**config.mk**
```make
export PLATFORM = sky130hd
export DESIGN_NAME = calc_rs_scheduler_flat
export DESIGN_NICKNAME = d
export VERILOG_FILES = /design/src/rtl/calc_rs_scheduler_pkg.sv /design/src/rtl/calc_rs_scheduler_if.sv /design/src/rtl/calc_rs_scheduler_rr_pick.sv /design/src/rtl/calc_rs_scheduler.sv /design/src/flat_wrapper.sv
export SDC_FILE = /design/constraint.sdc
export NUM_CORES = 2
export LEC_CHECK = 0
export BUFFER_PORTS_ARGS = -buffer_cell sky130_fd_sc_hd__clkbuf_2
export CAP_MARGIN = 10
export CORE_ASPECT_RATIO = 0.6
export CORE_MARGIN = 2
export CORE_UTILIZATION = 30
export CTS_CLUSTER_SIZE = 28
export DETAILED_ROUTE_END_ITERATION = 10
export PLACE_DENSITY = 0.45
export SKIP_CTS_REPAIR_TIMING = 1
export SLEW_MARGIN = 20
export SYNTH_ARGS = -nofsm -noshare
export SYNTH_HDL_FRONTEND = slang
export SYNTH_SLANG_ARGS = --single-unit
export TNS_END_PERCENT = 30
```
**constraint.sdc**
```tcl
create_clock -name clk_in -period 12 [get_ports clk_in]
set_clock_uncertainty 0.1 [all_clocks]
set_input_delay 1.2 -clock clk_in [delete_from_list [all_inputs] [get_ports clk_in]]
set_output_delay 1.2 -clock clk_in [all_outputs]
set_load 0.01 [all_outputs]
```
**src/rtl/calc_rs_scheduler_pkg.sv**
```systemverilog
// Shared constants, instruction type codes, entry layout and helper
// functions for the calc-class reservation station.
package calc_rs_scheduler_pkg;

    localparam int RS_DEPTH        = 8;
    localparam int RS_IDX_W        = 3;
    localparam int ROB_W           = 4;
    localparam int INST_TYPE_WIDTH = 6;
    localparam int DATA_W          = 32;

    localparam logic [RS_IDX_W-1:0] IDX_ONE = {{(RS_IDX_W-1){1'b0}}, 1'b1};

    localparam logic TRUE  = 1'b1;
    localparam logic FALSE = 1'b0;

    // Decoded instruction type codes
    localparam logic [INST_TYPE_WIDTH-1:0] TYPE_NOP   = 6'd0;
    localparam logic [INST_TYPE_WIDTH-1:0] TYPE_LUI   = 6'd1;
    localparam logic [INST_TYPE_WIDTH-1:0] TYPE_AUIPC = 6'd2;
    localparam logic [INST_TYPE_WIDTH-1:0] TYPE_JAL   = 6'd3;
    localparam logic [INST_TYPE_WIDTH-1:0] TYPE_JALR  = 6'd4;
    localparam logic [INST_TYPE_WIDTH-1:0] TYPE_BEQ   = 6'd5;
    localparam logic [INST_TYPE_WIDTH-1:0] TYPE_BNE   = 6'd6;
    localparam logic [INST_TYPE_WIDTH-1:0] TYPE_BLT   = 6'd7;
    localparam logic [INST_TYPE_WIDTH-1:0] TYPE_BGE   = 6'd8;
    localparam logic [INST_TYPE_WIDTH-1:0] TYPE_BLTU  = 6'd9;
    localparam logic [INST_TYPE_WIDTH-1:0] TYPE_BGEU  = 6'd10;
    localparam logic [INST_TYPE_WIDTH-1:0] TYPE_LB    = 6'd11;
    localparam logic [INST_TYPE_WIDTH-1:0] TYPE_LH    = 6'd12;
    localparam logic [INST_TYPE_WIDTH-1:0] TYPE_LW    = 6'd13;
    localparam logic [INST_TYPE_WIDTH-1:0] TYPE_LBU   = 6'd14;
    localparam logic [INST_TYPE_WIDTH-1:0] TYPE_LHU   = 6'd15;
    localparam logic [INST_TYPE_WIDTH-1:0] TYPE_SB    = 6'd16;
    localparam logic [INST_TYPE_WIDTH-1:0] TYPE_SH    = 6'd17;
    localparam logic [INST_TYPE_WIDTH-1:0] TYPE_SW    = 6'd18;
    localparam logic [INST_TYPE_WIDTH-1:0] TYPE_ADDI  = 6'd19;
    localparam logic [INST_TYPE_WIDTH-1:0] TYPE_SLTI  = 6'd20;
    localparam logic [INST_TYPE_WIDTH-1:0] TYPE_SLTIU = 6'd21;
    localparam logic [INST_TYPE_WIDTH-1:0] TYPE_XORI  = 6'd22;
    localparam logic [INST_TYPE_WIDTH-1:0] TYPE_ORI   = 6'd23;
    localparam logic [INST_TYPE_WIDTH-1:0] TYPE_ANDI  = 6'd24;
    localparam logic [INST_TYPE_WIDTH-1:0] TYPE_SLLI  = 6'd25;
    localparam logic [INST_TYPE_WIDTH-1:0] TYPE_SRLI  = 6'd26;
    localparam logic [INST_TYPE_WIDTH-1:0] TYPE_SRAI  = 6'd27;
    localparam logic [INST_TYPE_WIDTH-1:0] TYPE_ADD   = 6'd28;
    localparam logic [INST_TYPE_WIDTH-1:0] TYPE_SUB   = 6'd29;
    localparam logic [INST_TYPE_WIDTH-1:0] TYPE_SLL   = 6'd30;
    localparam logic [INST_TYPE_WIDTH-1:0] TYPE_SLT   = 6'd31;
    localparam logic [INST_TYPE_WIDTH-1:0] TYPE_SLTU  = 6'd32;
    localparam logic [INST_TYPE_WIDTH-1:0] TYPE_XOR   = 6'd33;
    localparam logic [INST_TYPE_WIDTH-1:0] TYPE_SRL   = 6'd34;
    localparam logic [INST_TYPE_WIDTH-1:0] TYPE_SRA   = 6'd35;
    localparam logic [INST_TYPE_WIDTH-1:0] TYPE_OR    = 6'd36;
    localparam logic [INST_TYPE_WIDTH-1:0] TYPE_AND   = 6'd37;

    // One reservation-station slot (busy bit is kept outside)
    typedef struct packed {
        logic [INST_TYPE_WIDTH-1:0] typ;
        logic [DATA_W-1:0]          vj;
        logic [DATA_W-1:0]          vk;
        logic [DATA_W-1:0]          imm;
        logic [DATA_W-1:0]          pc;
        logic [ROB_W-1:0]           qj;
        logic [ROB_W-1:0]           qk;
        logic [ROB_W-1:0]           dest;
        logic                       qj_pend;
        logic                       qk_pend;
    } rs_entry_t;

    // Operand state after a CDB snoop
    typedef struct packed {
        logic              pend;
        logic [DATA_W-1:0] val;
    } operand_t;

    // True for the integer calculation class handled by this station
    function automatic logic is_calc_type(input logic [INST_TYPE_WIDTH-1:0] t);
        logic calc;
        case (t)
            TYPE_LUI, TYPE_AUIPC,
            TYPE_ADDI, TYPE_SLTI, TYPE_SLTIU, TYPE_XORI, TYPE_ORI,
            TYPE_ANDI, TYPE_SLLI, TYPE_SRLI, TYPE_SRAI,
            TYPE_ADD, TYPE_SUB, TYPE_SLL, TYPE_SLT, TYPE_SLTU,
            TYPE_XOR, TYPE_SRL, TYPE_SRA, TYPE_OR, TYPE_AND: calc = TRUE;
            default:                                         calc = FALSE;
        endcase
        return calc;
    endfunction

    // Snoop both CDBs for a pending operand; cdb0 has precedence on a tie
    function automatic operand_t wake_operand(
        input logic              pend,
        input logic [ROB_W-1:0]  q,
        input logic [DATA_W-1:0] v,
        input logic              c0_valid,
        input logic [ROB_W-1:0]  c0_tag,
        input logic [DATA_W-1:0] c0_val,
        input logic              c1_valid,
        input logic [ROB_W-1:0]  c1_tag,
        input logic [DATA_W-1:0] c1_val
    );
        operand_t r;
        if (pend && c0_valid && (c0_tag == q)) begin
            r = '{pend: 1'b0, val: c0_val};
        end else if (pend && c1_valid && (c1_tag == q)) begin
            r = '{pend: 1'b0, val: c1_val};
        end else begin
            r = '{pend: pend, val: v};
        end
        return r;
    endfunction

endpackage

```
**src/rtl/calc_rs_scheduler_if.sv**
```systemverilog
// Issue, CDB and ALU-dispatch bundle of the calc reservation station.
// slave = the scheduler, master = issue stage / CDB / ALU side.
interface calc_rs_scheduler_if;
    import calc_rs_scheduler_pkg::*;

    logic                       iss_valid_in;
    logic                       iss_ready_out;
    logic [INST_TYPE_WIDTH-1:0] iss_type_in;
    logic [DATA_W-1:0]          iss_vj_in;
    logic [DATA_W-1:0]          iss_vk_in;
    logic [ROB_W-1:0]           iss_qj_in;
    logic [ROB_W-1:0]           iss_qk_in;
    logic                       iss_qj_busy_in;
    logic                       iss_qk_busy_in;
    logic [DATA_W-1:0]          iss_imm_in;
    logic [DATA_W-1:0]          iss_pc_in;
    logic [ROB_W-1:0]           iss_dest_in;

    logic                       cdb0_valid_in;
    logic [ROB_W-1:0]           cdb0_tag_in;
    logic [DATA_W-1:0]          cdb0_val_in;
    logic                       cdb1_valid_in;
    logic [ROB_W-1:0]           cdb1_tag_in;
    logic [DATA_W-1:0]          cdb1_val_in;

    logic                       alu_valid_out;
    logic [INST_TYPE_WIDTH-1:0] alu_type_out;
    logic [DATA_W-1:0]          alu_a_out;
    logic [DATA_W-1:0]          alu_b_out;
    logic [DATA_W-1:0]          alu_imm_out;
    logic [DATA_W-1:0]          alu_pc_out;
    logic [ROB_W-1:0]           alu_dest_out;
    logic                       illegal_out;

    modport slave (
        input  iss_valid_in, iss_type_in, iss_vj_in, iss_vk_in, iss_qj_in, iss_qk_in,
               iss_qj_busy_in, iss_qk_busy_in, iss_imm_in, iss_pc_in, iss_dest_in,
               cdb0_valid_in, cdb0_tag_in, cdb0_val_in,
               cdb1_valid_in, cdb1_tag_in, cdb1_val_in,
        output iss_ready_out, alu_valid_out, alu_type_out, alu_a_out, alu_b_out,
               alu_imm_out, alu_pc_out, alu_dest_out, illegal_out
    );

    modport master (
        output iss_valid_in, iss_type_in, iss_vj_in, iss_vk_in, iss_qj_in, iss_qk_in,
               iss_qj_busy_in, iss_qk_busy_in, iss_imm_in, iss_pc_in, iss_dest_in,
               cdb0_valid_in, cdb0_tag_in, cdb0_val_in,
               cdb1_valid_in, cdb1_tag_in, cdb1_val_in,
        input  iss_ready_out, alu_valid_out, alu_type_out, alu_a_out, alu_b_out,
               alu_imm_out, alu_pc_out, alu_dest_out, illegal_out
    );

endinterface

```
**src/rtl/calc_rs_scheduler_rr_pick.sv**
```systemverilog
// Rotating-priority picker: returns the first requester at or above ptr,
// wrapping around, plus a flag telling whether any request was present.
module calc_rs_scheduler_rr_pick
    import calc_rs_scheduler_pkg::*;
#(
    parameter int N = RS_DEPTH,
    parameter int W = RS_IDX_W
) (
    input  logic [N-1:0] req,
    input  logic [W-1:0] ptr,
    output logic [W-1:0] grant_idx,
    output logic         any_grant
);

    logic [W-1:0] cand_s;

    // Walk offsets from farthest to nearest so the requester nearest ptr is kept last
    always_comb begin
        grant_idx = '0;
        any_grant = 1'b0;
        cand_s    = '0;
        for (int k = N - 1; k >= 0; k--) begin
            cand_s    = ptr + W'(k);
            grant_idx = req[cand_s] ? cand_s : grant_idx;
            any_grant = any_grant | req[cand_s];
        end
    end

endmodule

```
**src/rtl/calc_rs_scheduler.sv**
```systemverilog
// Calc-class reservation station: buffers issued instructions, wakes their
// operands from two CDBs, picks one ready entry per cycle with rotating
// priority and presents it on a registered ALU dispatch port.
module calc_rs_scheduler
    import calc_rs_scheduler_pkg::*;
(
    input  logic               clk_in,
    input  logic               rst_n_in,
    input  logic               rdy_in,
    input  logic               clear_in,
    calc_rs_scheduler_if.slave bus
);

    logic [RS_DEPTH-1:0] busy_r;
    logic [RS_DEPTH-1:0] busy_nxt_s;
    logic [RS_DEPTH-1:0] ready_s;
    rs_entry_t           ent_r     [RS_DEPTH];
    rs_entry_t           ent_nxt_s [RS_DEPTH];
    rs_entry_t           new_entry_s;
    operand_t            wake_j_s  [RS_DEPTH];
    operand_t            wake_k_s  [RS_DEPTH];
    operand_t            iss_j_s;
    operand_t            iss_k_s;

    logic [RS_IDX_W-1:0] ptr_r;
    logic [RS_IDX_W-1:0] grant_idx_s;
    logic [RS_IDX_W-1:0] free_idx_s;
    logic                pick_any_s;
    logic                free_any_s;
    logic                is_calc_s;
    logic                accept_s;

    logic                       alu_valid_r;
    logic [INST_TYPE_WIDTH-1:0] alu_type_r;
    logic [DATA_W-1:0]          alu_a_r;
    logic [DATA_W-1:0]          alu_b_r;
    logic [DATA_W-1:0]          alu_imm_r;
    logic [DATA_W-1:0]          alu_pc_r;
    logic [ROB_W-1:0]           alu_dest_r;
    logic                       illegal_r;

    assign is_calc_s         = is_calc_type(bus.iss_type_in);
    assign free_any_s        = ~(&busy_r);
    assign accept_s          = bus.iss_valid_in & free_any_s & is_calc_s;
    assign bus.iss_ready_out = free_any_s;

    // CDB snoop of every stored entry and the ready vector from registered state
    always_comb begin
        for (int i = 0; i < RS_DEPTH; i++) begin
            wake_j_s[i] = wake_operand(ent_r[i].qj_pend, ent_r[i].qj, ent_r[i].vj,
                                       bus.cdb0_valid_in, bus.cdb0_tag_in, bus.cdb0_val_in,
                                       bus.cdb1_valid_in, bus.cdb1_tag_in, bus.cdb1_val_in);
            wake_k_s[i] = wake_operand(ent_r[i].qk_pend, ent_r[i].qk, ent_r[i].vk,
                                       bus.cdb0_valid_in, bus.cdb0_tag_in, bus.cdb0_val_in,
                                       bus.cdb1_valid_in, bus.cdb1_tag_in, bus.cdb1_val_in);
            ready_s[i]  = busy_r[i] & ~ent_r[i].qj_pend & ~ent_r[i].qk_pend;
        end
    end

    // Build the incoming entry, catching a CDB result broadcast in the issue cycle
    always_comb begin
        iss_j_s = wake_operand(bus.iss_qj_busy_in, bus.iss_qj_in, bus.iss_vj_in,
                               bus.cdb0_valid_in, bus.cdb0_tag_in, bus.cdb0_val_in,
                               bus.cdb1_valid_in, bus.cdb1_tag_in, bus.cdb1_val_in);
        iss_k_s = wake_operand(bus.iss_qk_busy_in, bus.iss_qk_in, bus.iss_vk_in,
                               bus.cdb0_valid_in, bus.cdb0_tag_in, bus.cdb0_val_in,
                               bus.cdb1_valid_in, bus.cdb1_tag_in, bus.cdb1_val_in);
        new_entry_s         = '0;
        new_entry_s.typ     = bus.iss_type_in;
        new_entry_s.vj      = iss_j_s.val;
        new_entry_s.vk      = iss_k_s.val;
        new_entry_s.imm     = bus.iss_imm_in;
        new_entry_s.pc      = bus.iss_pc_in;
        new_entry_s.qj      = bus.iss_qj_in;
        new_entry_s.qk      = bus.iss_qk_in;
        new_entry_s.dest    = bus.iss_dest_in;
        new_entry_s.qj_pend = iss_j_s.pend;
        new_entry_s.qk_pend = iss_k_s.pend;
    end

    // Lowest-index free slot, judged on registered busy bits only
    always_comb begin
        free_idx_s = '0;
        for (int i = RS_DEPTH - 1; i >= 0; i--) begin
            free_idx_s = busy_r[i] ? free_idx_s : RS_IDX_W'(i);
        end
    end

    calc_rs_scheduler_rr_pick #(
        .N (RS_DEPTH),
        .W (RS_IDX_W)
    ) u_rr_pick (
        .req       (ready_s),
        .ptr       (ptr_r),
        .grant_idx (grant_idx_s),
        .any_grant (pick_any_s)
    );

    // Next-state of each slot: fresh issue, operand wakeup, or hold; dispatch frees the winner
    always_comb begin
        for (int i = 0; i < RS_DEPTH; i++) begin
            ent_nxt_s[i] = ent_r[i];
            if (accept_s && (free_idx_s == RS_IDX_W'(i))) begin
                ent_nxt_s[i] = new_entry_s;
            end else if (busy_r[i]) begin
                ent_nxt_s[i].qj_pend = wake_j_s[i].pend;
                ent_nxt_s[i].vj      = wake_j_s[i].val;
                ent_nxt_s[i].qk_pend = wake_k_s[i].pend;
                ent_nxt_s[i].vk      = wake_k_s[i].val;
            end else begin
                ent_nxt_s[i] = ent_r[i];
            end

            busy_nxt_s[i] = busy_r[i];
            if (accept_s && (free_idx_s == RS_IDX_W'(i))) begin
                busy_nxt_s[i] = 1'b1;
            end else if (pick_any_s && (grant_idx_s == RS_IDX_W'(i))) begin
                busy_nxt_s[i] = 1'b0;
            end else begin
                busy_nxt_s[i] = busy_r[i];
            end
        end
    end

    // Entry array, grant pointer and dispatch/illegal registers; flush beats the freeze
    always_ff @(posedge clk_in or negedge rst_n_in) begin
        if (!rst_n_in) begin
            busy_r      <= '0;
            ptr_r       <= '0;
            for (int i = 0; i < RS_DEPTH; i++) begin
                ent_r[i] <= '0;
            end
            alu_valid_r <= 1'b0;
            alu_type_r  <= '0;
            alu_a_r     <= '0;
            alu_b_r     <= '0;
            alu_imm_r   <= '0;
            alu_pc_r    <= '0;
            alu_dest_r  <= '0;
            illegal_r   <= 1'b0;
        end else if (clear_in) begin
            busy_r      <= '0;
            alu_valid_r <= 1'b0;
            illegal_r   <= 1'b0;
        end else if (rdy_in) begin
            busy_r <= busy_nxt_s;
            for (int i = 0; i < RS_DEPTH; i++) begin
                ent_r[i] <= ent_nxt_s[i];
            end
            illegal_r <= bus.iss_valid_in & ~is_calc_s;
            if (pick_any_s) begin
                alu_valid_r <= 1'b1;
                alu_type_r  <= ent_r[grant_idx_s].typ;
                alu_a_r     <= ent_r[grant_idx_s].vj;
                alu_b_r     <= ent_r[grant_idx_s].vk;
                alu_imm_r   <= ent_r[grant_idx_s].imm;
                alu_pc_r    <= ent_r[grant_idx_s].pc;
                alu_dest_r  <= ent_r[grant_idx_s].dest;
                ptr_r       <= grant_idx_s + IDX_ONE;
            end else begin
                alu_valid_r <= 1'b0;
            end
        end
    end

    assign bus.alu_valid_out = alu_valid_r;
    assign bus.alu_type_out  = alu_type_r;
    assign bus.alu_a_out     = alu_a_r;
    assign bus.alu_b_out     = alu_b_r;
    assign bus.alu_imm_out   = alu_imm_r;
    assign bus.alu_pc_out    = alu_pc_r;
    assign bus.alu_dest_out  = alu_dest_r;
    assign bus.illegal_out   = illegal_r;

endmodule

```
**src/flat_wrapper.sv**
```systemverilog
// flat-port wrapper written by rule: the top's interface ports become plain ports
module calc_rs_scheduler_flat import calc_rs_scheduler_pkg::*;
  (clk_in, rst_n_in, rdy_in, clear_in, bus_iss_valid_in, bus_iss_type_in, bus_iss_vj_in, bus_iss_vk_in, bus_iss_qj_in, bus_iss_qk_in, bus_iss_qj_busy_in, bus_iss_qk_busy_in, bus_iss_imm_in, bus_iss_pc_in, bus_iss_dest_in, bus_cdb0_valid_in, bus_cdb0_tag_in, bus_cdb0_val_in, bus_cdb1_valid_in, bus_cdb1_tag_in, bus_cdb1_val_in, bus_iss_ready_out, bus_alu_valid_out, bus_alu_type_out, bus_alu_a_out, bus_alu_b_out, bus_alu_imm_out, bus_alu_pc_out, bus_alu_dest_out, bus_illegal_out);
  calc_rs_scheduler_if bus_i ();
  input  logic clk_in;
  input  logic rst_n_in;
  input  logic rdy_in;
  input  logic clear_in;
  input wire logic [$bits(bus_i.iss_valid_in)-1:0] bus_iss_valid_in;
  input wire logic [$bits(bus_i.iss_type_in)-1:0] bus_iss_type_in;
  input wire logic [$bits(bus_i.iss_vj_in)-1:0] bus_iss_vj_in;
  input wire logic [$bits(bus_i.iss_vk_in)-1:0] bus_iss_vk_in;
  input wire logic [$bits(bus_i.iss_qj_in)-1:0] bus_iss_qj_in;
  input wire logic [$bits(bus_i.iss_qk_in)-1:0] bus_iss_qk_in;
  input wire logic [$bits(bus_i.iss_qj_busy_in)-1:0] bus_iss_qj_busy_in;
  input wire logic [$bits(bus_i.iss_qk_busy_in)-1:0] bus_iss_qk_busy_in;
  input wire logic [$bits(bus_i.iss_imm_in)-1:0] bus_iss_imm_in;
  input wire logic [$bits(bus_i.iss_pc_in)-1:0] bus_iss_pc_in;
  input wire logic [$bits(bus_i.iss_dest_in)-1:0] bus_iss_dest_in;
  input wire logic [$bits(bus_i.cdb0_valid_in)-1:0] bus_cdb0_valid_in;
  input wire logic [$bits(bus_i.cdb0_tag_in)-1:0] bus_cdb0_tag_in;
  input wire logic [$bits(bus_i.cdb0_val_in)-1:0] bus_cdb0_val_in;
  input wire logic [$bits(bus_i.cdb1_valid_in)-1:0] bus_cdb1_valid_in;
  input wire logic [$bits(bus_i.cdb1_tag_in)-1:0] bus_cdb1_tag_in;
  input wire logic [$bits(bus_i.cdb1_val_in)-1:0] bus_cdb1_val_in;
  output wire logic [$bits(bus_i.iss_ready_out)-1:0] bus_iss_ready_out;
  output wire logic [$bits(bus_i.alu_valid_out)-1:0] bus_alu_valid_out;
  output wire logic [$bits(bus_i.alu_type_out)-1:0] bus_alu_type_out;
  output wire logic [$bits(bus_i.alu_a_out)-1:0] bus_alu_a_out;
  output wire logic [$bits(bus_i.alu_b_out)-1:0] bus_alu_b_out;
  output wire logic [$bits(bus_i.alu_imm_out)-1:0] bus_alu_imm_out;
  output wire logic [$bits(bus_i.alu_pc_out)-1:0] bus_alu_pc_out;
  output wire logic [$bits(bus_i.alu_dest_out)-1:0] bus_alu_dest_out;
  output wire logic [$bits(bus_i.illegal_out)-1:0] bus_illegal_out;
  assign bus_i.iss_valid_in = bus_iss_valid_in;
  assign bus_i.iss_type_in = bus_iss_type_in;
  assign bus_i.iss_vj_in = bus_iss_vj_in;
  assign bus_i.iss_vk_in = bus_iss_vk_in;
  assign bus_i.iss_qj_in = bus_iss_qj_in;
  assign bus_i.iss_qk_in = bus_iss_qk_in;
  assign bus_i.iss_qj_busy_in = bus_iss_qj_busy_in;
  assign bus_i.iss_qk_busy_in = bus_iss_qk_busy_in;
  assign bus_i.iss_imm_in = bus_iss_imm_in;
  assign bus_i.iss_pc_in = bus_iss_pc_in;
  assign bus_i.iss_dest_in = bus_iss_dest_in;
  assign bus_i.cdb0_valid_in = bus_cdb0_valid_in;
  assign bus_i.cdb0_tag_in = bus_cdb0_tag_in;
  assign bus_i.cdb0_val_in = bus_cdb0_val_in;
  assign bus_i.cdb1_valid_in = bus_cdb1_valid_in;
  assign bus_i.cdb1_tag_in = bus_cdb1_tag_in;
  assign bus_i.cdb1_val_in = bus_cdb1_val_in;
  assign bus_iss_ready_out = bus_i.iss_ready_out;
  assign bus_alu_valid_out = bus_i.alu_valid_out;
  assign bus_alu_type_out = bus_i.alu_type_out;
  assign bus_alu_a_out = bus_i.alu_a_out;
  assign bus_alu_b_out = bus_i.alu_b_out;
  assign bus_alu_imm_out = bus_i.alu_imm_out;
  assign bus_alu_pc_out = bus_i.alu_pc_out;
  assign bus_alu_dest_out = bus_i.alu_dest_out;
  assign bus_illegal_out = bus_i.illegal_out;
  calc_rs_scheduler u_core (.clk_in(clk_in), .rst_n_in(rst_n_in), .rdy_in(rdy_in), .clear_in(clear_in), .bus(bus_i));
endmodule
```
==> flow_metrics.py <==
metrics = {
    "run_status": {
        "outcome": "finished clean",
    },
    "placement": {
        "hpwl_mm": 159,
        "port_buffers": 367,
        "gp_congestion": 0.797,
        "dp_cells": 10311,
    },
    "final_layout": {
        "layout.nets": 7414,
        "instances_no_fill": 10595,
        "synthToLayoutAreaGrowth_pct": 12.8,
        "drive_gt1_share_pct": 27.0,
    },
    "floorplanning": {
        "design.core.area_mm2": 0.246,
        "rows": 141,
        "initial_utilization_pct": 30.2,
        "die_x_um": 646,
        "die_h_um": 389,
        "dieArea_mm2": 0.251,
        "io_pins": 368,
    },
    "synth": {
        "synth_cell_type_count": 76,
        "synth_fp_nets": 7439,
        "synthArstFlopShare_pct": 100,
        "synth-seq-cells": 1335,
        "syn_inst": 7207,
        "synth_flop_cell": "dfrtp_1",
        "mappedNetlistArea_mm2": 0.0742,
        "synth_top_area_share_pct": 45.0,
        "yosys.area.top_type": "dfrtp_1",
        "yosys_warnings": 0,
        "syn_area_per_cell_um2": 10.3,
        "synth-seq-area-share_pct": 45.0,
        "synth_area_leaders": "dfrtp_1 45%, mux2_2 16%, mux2i_1 12%",
        "synth_edf_count": 0,
    },
    "grt": {
        "grt_pass1_vias": 56644,
        "grt_overflow": 0,
        "antenna_found_initial": 27,
        "grt_pass1_wl_mm": 417,
        "groute.usage.overall_pct": 22.4,
        "grt_max_degree": 179,
    },
    "detailed_routing": {
        "drc": 0,
        "drt_iter0_drc": 4748,
        "drt_first_pass_iters": 6,
        "wl_per_cell_um": 27.2,
        "via_per_inst": 5.34,
        "finalWirelength_mm": 288,
        "num_vias": 56575,
        "ant_nets": 0,
    },
    "pwr": {
        "leakagePower_uw": 0.0431,
        "vdd_drop_max_v": 0.000585,
        "powerDensity_mw_per_mm2": 183,
    },
    "worst_setup_path": {
        "cp-start-kind": "register",
        "cp.required_ns": 12.53,
        "worstReg2RegEnd": "u_core.bus.alu_b_out[29]",
        "worstReg2RegStart": "u_core.ptr_r[0]",
        "end_kind": "register",
        "r2r_setup_slack_ns": 4.38,
        "worstSetupStartpoint": "u_core.ptr_r[0]",
        "path_class": "register to register",
        "critPathMaxFanout": 100,
        "reg2regPathDepth": 14,
        "worstSetupEndpoint": "u_core.bus.alu_b_out[29]",
        "worst_ep_arrival_time_ns": 8.15,
    },
    "sta": {
        "fmax_mhz": 131,
        "setup-tns-final_ns": 0,
        "final_max_slew_viol_count": 0,
        "min_period_over_period_pct": 63.5,
        "rsz0062_at_grt": "false",
        "setup_viol": 0,
        "period_needed_ns": 7.62,
        "slew_headroom_pct": 18.9,
        "worst_pin_slew_ns": 1.22,
        "finalHoldViolations": 0,
    },
    "hold_path": {
        "worstHoldPathType": "input pin to async pin",
    },
    "clock_tree": {
        "numClockSinks": 1335,
        "clk_latency_ns": 0.82,
        "path_clk_slew_ns": 0.06,
        "cts_tree": "done",
        "clockBufferDepth": 4,
        "cts_buffers": 156,
        "root_buffer": "clkbuf_16",
        "cts_htree_levels": 4,
    },
    "job": {
        "max-cap-violations": 0,
    },
}
==> cells by family (layout without fill, tap and decap cells) <==
| family | Yosys count | count (layout) | share of synthesized area (%) |
|---|---|---|---|
| fa+ha+maj | 5 | 5 | 0.0843 |
| other cells | 0 | 12 | 0 |
| flops | 1335 | 1335 | 45.0 |
| buf+inv | 707 | 794 | 4.23 |
| compound gates | 1311 | 1311 | 11.3 |
| xor+xnor | 148 | 148 | 1.76 |
| simple gates | 1797 | 1797 | 9.98 |
| mux | 1904 | 1904 | 27.7 |
==> per-stage QoR <==
stage                     instance area [µm²]  util (%)  setup slack (ns)  total power, µW  hold WS (ns)
after floorplan                         74200         -              7.58             8650         0.344
after global placement                  78500      31.9              4.52            10400         0.356
after detailed placement                78500      31.9              4.44            10500         0.361
after CTS                               83600      34.0              4.40            15500         0.271
after global routing                    83700      34.0              4.15            16000         0.319
final                                   83700      34.0              4.38            15300         0.300
==> Yosys cell counts (4+ instances only) <==
cell	n
a211oi_1	140
a211oi_2	139
a21oi_1	225
a31o_2	4
and2_1	141
buf_1	83
buf_12	20
buf_2	53
buf_6	8
clkbuf_1	518
dfrtp_1	1335
ha_1	5
inv_1	17
mux2_1	4
mux2_2	1022
mux2i_1	863
mux4_2	14
nand2_1	1307
nand2b_1	5
nand3_1	26
nand4_1	26
nor2_1	224
nor3_1	29
nor3b_1	8
o21ai_0	592
o21ai_1	9
o221ai_1	4
o22ai_1	149
o41ai_1	12
or3_1	5
or3b_1	5
xnor2_1	38
xor2_1	109
==> worst min-delay path by stage <==
stage,to,slack (ns),cells past startpoint
5_1_grt,u_core.ent_r[1132],0.32,1
3_5_place_dp,u_core.ent_r[298],0.36,2
3_3_place_gp,u_core.ent_r[323],0.36,2
6_report,u_core.ent_r[1132],0.30,1
2_1_floorplan,u_core.ent_r[1114],0.34,2
4_1_cts,u_core.ent_r[1132],0.27,1
==> registers in the layout (all words and copies together), names as in the netlist <==
| signal | count |
|---|---|
| u_core.bus.alu_a_out | 32 |
| u_core.bus.alu_b_out | 32 |
| u_core.bus.alu_dest_out | 4 |
| u_core.bus.alu_imm_out | 32 |
| u_core.bus.alu_pc_out | 32 |
| u_core.bus.alu_type_out | 6 |
| u_core.bus.alu_valid_out | 1 |
| u_core.bus.illegal_out | 1 |
| u_core.busy_r | 8 |
| u_core.ent_r | 1184 |
| u_core.ptr_r | 3 |
==> routing by layer <==
| metal | up-vias | global-route usage (%) | part of all wire [%] |
|---|---|---|---|
| li1 | 25247 | - | - |
| met1 | 29222 | 32.5 | 48 |
| met2 | 1675 | 34.8 | 44 |
| met3 | 421 | 3.53 | 5.6 |
| met4 | 10 | 5.26 | 2.3 |
| met5 | - | 0 | 0.023 |
==> worst max-delay path: stages, from the launching register on <==
cell	delay, ns
dfrtp_1	0.32
buf_4	0.30
clkinv_1	0.54
ha_1	1.08
mux2_2	0.42
mux4_2	0.56
nor3b_1	0.19
a2111o_1	0.49
a32oi_4	0.28
buf_12	0.77
nand3_4	0.74
buf_4	0.53
buf_4	0.49
a211oi_1	0.43
a211oi_2	0.08
==> placed cells by master, fill, tap and decap left out, types with 38 or more instances in the layout <==
| cell type | synthesis | layout |
|---|---|---|
| xnor2_1 | 38 | 38 |
| mux2_2 | 1022 | 1022 |
| xor2_1 | 109 | 109 |
| a21oi_1 | 225 | 221 |
| clkbuf_2 | 1 | 366 |
| dfrtp_1 | 1335 | 1335 |
| nor2_1 | 224 | 215 |
| buf_4 | 3 | 126 |
| a211oi_1 | 140 | 140 |
| nand2_1 | 1307 | 1303 |
| mux2i_1 | 863 | 863 |
| o22ai_1 | 149 | 149 |
| a211oi_2 | 139 | 139 |
| clkbuf_16 | 0 | 158 |
| and2_1 | 141 | 140 |
| o21ai_0 | 592 | 591 |
==> layout make-up <==
class,instances,area (µm²)
fillers,24696,162000
multi-input cells,5165,38000
flip-flops and latches,1335,33400
clock buffers,218,4430
well taps,3289,4120
repair buffers,505,3040
clock inverters,52,658
inverters,19,71.3
diodes,12,30.0
==> power by group <==
part	internal, µW	switching (µW)
Clock	2880	2060
Sequential	5040	413
Combinational	1860	3050
Note: power is estimated with default switching activity, not from simulation.
